<file path="src/rtl/stream_demux4_v1.sv">
`default_nettype none
// ============================================================================
//  Module   : stream_demux4_v1
//  Purpose  : 1-to-4 valid/ready stream demultiplexer. Each output has a
//             one-entry registered stage. The destination is locked per
//             packet: it is taken from in_sel on the first beat and held
//             until the beat that carries in_last.
//  Options  : STREAM_DEMUX_STATS_EN adds four 16-bit per-output counters of
//             completed packets (pkt_cnt1..pkt_cnt4).
//  Revision : 1.0  initial release
// ============================================================================
module stream_demux4_v1 #(
  parameter int WIDTH = 32
) (
  input  logic             clk,
  input  logic             rst,
  input  logic             in_valid,
  output logic             in_ready,
  input  logic [WIDTH-1:0] in_data,
  input  logic             in_last,
  input  logic [1:0]       in_sel,
  output logic [3:0]       out_valid,
  input  logic [3:0]       out_ready,
  output logic [3:0]       out_last,
  output logic [WIDTH-1:0] out1_data,
  output logic [WIDTH-1:0] out2_data,
  output logic [WIDTH-1:0] out3_data,
  output logic [WIDTH-1:0] out4_data,
  output logic             busy
`ifdef STREAM_DEMUX_STATS_EN
  ,
  output logic [15:0]      pkt_cnt1,
  output logic [15:0]      pkt_cnt2,
  output logic [15:0]      pkt_cnt3,
  output logic [15:0]      pkt_cnt4
`endif
);

  typedef enum logic [0:0] {
    ST_IDLE   = 1'b0,
    ST_LOCKED = 1'b1
  } state_t;

  state_t           state;
  logic [1:0]       lock_sel;
  logic [1:0]       route_sel;
  logic             accept;
  logic [3:0]       load;
  logic [3:0]       slot_valid;
  logic [3:0]       slot_last;
  logic [WIDTH-1:0] slot_data [4];

  // Mid-packet beats follow the locked destination; in_sel only matters in IDLE.
  assign route_sel = (state == ST_LOCKED) ? lock_sel : in_sel;

  // Ready when the routed slot is empty or is draining this cycle.
  assign in_ready = !slot_valid[route_sel] || out_ready[route_sel];
  assign accept   = in_valid && in_ready;
  assign load     = accept ? (4'b0001 << route_sel) : 4'b0000;

  // Packet framing FSM: lock the destination on a non-last first beat.
  always_ff @(posedge clk) begin
    if (rst) begin
      state    <= ST_IDLE;
      lock_sel <= 2'd0;
      busy     <= 1'b0;
    end else if (accept) begin
      case (state)
        ST_IDLE: begin
          if (!in_last) begin
            state    <= ST_LOCKED;
            lock_sel <= in_sel;
            busy     <= 1'b1;
          end
        end
        ST_LOCKED: begin
          if (in_last) begin
            state <= ST_IDLE;
            busy  <= 1'b0;
          end
        end
        default: begin
          state <= ST_IDLE;
          busy  <= 1'b0;
        end
      endcase
    end
  end

  // Output slots: a load takes priority over a drain; a drain keeps the payload.
  always_ff @(posedge clk) begin
    if (rst) begin
      slot_valid <= 4'b0000;
      slot_last  <= 4'b0000;
      for (int i = 0; i < 4; i++) begin
        slot_data[i] <= '0;
      end
    end else begin
      for (int i = 0; i < 4; i++) begin
        if (load[i]) begin
          slot_valid[i] <= 1'b1;
          slot_last[i]  <= in_last;
          slot_data[i]  <= in_data;
        end else if (out_ready[i]) begin
          slot_valid[i] <= 1'b0;
        end
      end
    end
  end

  assign out_valid = slot_valid;
  assign out_last  = slot_last;
  assign out1_data = slot_data[0];
  assign out2_data = slot_data[1];
  assign out3_data = slot_data[2];
  assign out4_data = slot_data[3];

`ifdef STREAM_DEMUX_STATS_EN
  logic [15:0] pkt_cnt [4];

  // Count completed packets per output (last-beat handshakes), wrapping at 16 bits.
  always_ff @(posedge clk) begin
    if (rst) begin
      for (int i = 0; i < 4; i++) begin
        pkt_cnt[i] <= 16'd0;
      end
    end else begin
      for (int i = 0; i < 4; i++) begin
        if (slot_valid[i] && out_ready[i] && slot_last[i]) begin
          pkt_cnt[i] <= pkt_cnt[i] + 16'd1;
        end
      end
    end
  end

  assign pkt_cnt1 = pkt_cnt[0];
  assign pkt_cnt2 = pkt_cnt[1];
  assign pkt_cnt3 = pkt_cnt[2];
  assign pkt_cnt4 = pkt_cnt[3];
`endif

endmodule
`default_nettype wire

</file>
<file path="config.mk">
export PLATFORM = sky130hd
export DESIGN_NAME = stream_demux4_v1
export DESIGN_NICKNAME = d
export VERILOG_FILES = /design/src/rtl/stream_demux4_v1.sv
export SDC_FILE = /design/constraint.sdc
export NUM_CORES = 1
export LEC_CHECK = 0
export BUFFER_PORTS_ARGS = -buffer_cell sky130_fd_sc_hd__buf_2
export CAP_MARGIN = 20
export CORE_MARGIN = 5
export CORE_UTILIZATION = 30
export CTS_CLUSTER_SIZE = 20
export DETAILED_ROUTE_END_ITERATION = 8
export HOLD_SLACK_MARGIN = 0.15
export PLACE_DENSITY = 0.52
export SYNTH_ARGS = -nofsm -noshare
export SYNTH_HDL_FRONTEND = slang
export SYNTH_SLANG_ARGS = --single-unit
</file>
<file path="constraint.sdc">
create_clock -name clk -period 2.1 [get_ports clk]
set_input_delay 0.42 -clock clk [delete_from_list [all_inputs] [get_ports clk]]
set_output_delay 0.42 -clock clk [all_outputs]
set_load 0.01 [all_outputs]
</file>
==> results.py <==
metrics = {
    "status": {
        "status": "complete, no violations",
    },
    "grt": {
        "antenna_found_initial": 0,
        "grt_pass1_vias": 3875,
        "grt_use_total_pct": 14.7,
        "globalRouteOverflowTotal": 0,
        "grt_max_degree": 35,
        "grt_first_pass_wirelength_mm": 22.1,
    },
    "yosys": {
        "synth_top_cell_by_area": "edfxtp_1",
        "synth_simple_gate_area_share_pct": 16.3,
        "syn_area_mm2": 0.00526,
        "synth_cells": 375,
        "ys_types": 21,
        "synthXorXnorAreaFrac_pct": 0,
        "synthTopCellsByArea": "edfxtp_1, nor2_1, nand2b_1",
        "synth_top_family_by_area": "simple AND/OR/NAND/NOR gates",
        "synth-seq-cells": 140,
        "seq_area_frac_synth_pct": 77.7,
        "synth-compound-area-share_pct": 0.738,
        "synthMuxAreaShare_pct": 3.24,
        "post_synth.cell_area_avg_um2": 14.0,
        "synth_warnings": 0,
        "synth_fa_ha_area_share_pct": 0.238,
        "synth_top_area_share_pct": 73.1,
        "syn_nets": 418,
    },
    "timing": {
        "finalSetupViolCount": 0,
        "skew_ns": 0.0138,
        "hold_viol": 0,
        "slew_headroom_pct": 69.1,
        "fin_crit_sh_pct": 99.1,
        "rsz0062_at_grt": "yes",
        "drv_slew": 0,
        "period_minus_slack_ns": 2.08,
        "tns_ns": 0,
        "fmax_mhz": 481,
        "worst_pin_slew_ns": 0.463,
    },
    "die": {
        "num_rows": 48,
        "io_pins": 180,
        "die_area_mm2": 0.0203,
        "core_mm2": 0.0172,
        "fp.dieW_um": 142,
        "start_util_pct": 30.5,
        "dieHeight_um": 142,
    },
    "routing": {
        "postRouteAntennaNets": 0,
        "via_count": 3556,
        "wl_mm": 14.5,
        "dr.pass1.iters": 4,
        "drt-initial-drc-count": 122,
        "vias_per_cell": 4.36,
        "wire_per_inst_um": 17.8,
        "drc": 0,
    },
    "power": {
        "p_per_area_mw_per_mm2": 1000,
        "p_leak_nw": 3.06,
        "peakVddDrop_mv": 0.571,
    },
    "worst_setup_path": {
        "critPathKind": "reg2out",
        "rr_worst_depth": 5,
        "crit_fanout": 5,
        "cp.required_ns": 1.68,
        "worstSetupStartpointType": "register",
        "cp_data_arrival_time_ns": 1.66,
        "endpoint_kind": "output port",
    },
    "clock_network": {
        "clock-root-buffer": "clkbuf_16",
        "hold_buffers": 0,
        "tritoncts": "built",
        "clockBufferDepth": 2,
        "clkTransAtPathRegs_ns": 0.06,
        "cts-htree-levels": 4,
        "cts_buffers": 17,
        "clock-sinks": 140,
        "clock_latency_ns": 0.42,
    },
    "worst_hold_path": {
        "hold_path.class": "in2reg",
        "holdPathStages": 3,
    },
    "final_layout": {
        "drive_above_1_share_pct": 41.2,
        "syn2layout_area_growth_pct": 37.2,
        "layout.nets": 620,
        "postLayoutCellArea_mm2": 0.00721,
        "final_cell_mix": "buf_2, nor2_1, edfxtp_1, nand2b_1, buf_4",
        "layout_commonest_cell": "buf_2",
    },
    "placement": {
        "hpwlAfterDp_mm": 10.1,
        "placed_area_mm2": 0.00652,
        "port_buffers": 179,
        "globalplace.congestion": 0.733,
    },
    "run": {
        "cap_violations": 0,
    },
}
-- where the power goes --
group | internal (mW) | leakage, nW | total [mW] | switching, mW
clock | 2.10 | 0.300 | 3.24 | 1.14
sequential | 3.24 | 1.44 | 3.30 | 0.0602
combinational | 0.257 | 1.31 | 0.690 | 0.434
total | 5.60 | 3.06 | 7.23 | 1.63
-- flip-flops by register name, indices dropped and copies added (netlist names) --
name and flops:
busy 1, lock_sel 2, out_valid 4, state 1, slot_data 128, out_last 4
-- final cells by class --
| cell class | count | area [um2] |
|---|---|---|
| antenna | 1 | 2.50 |
| clock buffer | 20 | 437 |
| clock inverter | 12 | 196 |
| fill | 1616 | 10000 |
| inverter | 2 | 7.51 |
| multi-input combinational | 214 | 1110 |
| sequential | 140 | 4090 |
| tap | 225 | 282 |
| timing repair buffer | 202 | 1090 |
-- repair_timing --
item	4_1_cts	5_1_grt
setup endpoints to repair	1	1
gates resized for setup	4	0
buffers inserted	3	2
pin swaps	0	0
-- synth_stat cells --
cell and count:
buf_2 6, mux2_2 1, nor2b_1 2, nand2b_1 44, mux2i_2 3, nand2_1 4
edfxtp_1 128, mux2_1 2, mux2i_1 8, nor2_1 135, inv_1 2, nand3_1 2
clkbuf_1 12, a21oi_1 4, mux2_4 1, ha_1 1, nand4_1 2, buf_6 1
o22ai_1 3, nand4_2 2, dfxtp_1 12
-- per-layer routing --
metal | part of all wire, % | GRT usage [%] | up-vias | wire [um]
met5 | 0 | 0 | - | 0
met4 | 1.3 | 4.95 | 0 | 194
met3 | 8.0 | 5.31 | 14 | 1160
met2 | 49 | 24.1 | 123 | 7100
met1 | 42 | 17.9 | 1718 | 6080
li1 | - | - | 1701 | -
-- worst max-delay path, stage by stage, from the launching register on --
cell     delay, ns
dfxtp_4       0.38
mux2_4        0.36
mux2i_4       0.21
mux2i_1       0.14
buf_2         0.15
-- stage by stage --
stage	total power [mW]	utilization, %	std cells	hold slack (ns)	setup slack (ns)
after global placement	4.04	37.8	778	0.481	0.306
after global routing	7.52	41.8	815	0.296	-0.0396
after CTS	7.31	41.7	813	0.274	0.0135
after floorplan	3.68	-	375	0.461	-0.0935
final	7.23	41.8	816	0.286	0.0188
after detailed placement	4.05	37.8	778	0.494	0.301
-- cell families after synthesis --
logic type | count (synthesis)
buffers and inverters | 21
DFF | 140
AOI/OAI and AO/OA | 7
muxes | 15
adders and majority gates | 1
and+or+nand+nor | 191
-- path summary, 6_finish.rpt --
| kind | endpoint | slack [ns] | start |
|---|---|---|---|
| worst max-delay path | in_ready | 0.02 | state |
| worst min-delay path | lock_sel[0] | 0.29 | in_sel[0] |
| worst max register to register | slot_data[2][11] | 0.33 | state |
| worst min register to register | lock_sel[0] | 0.51 | lock_sel[0] |
Note: power is estimated with default switching activity, not from simulation.
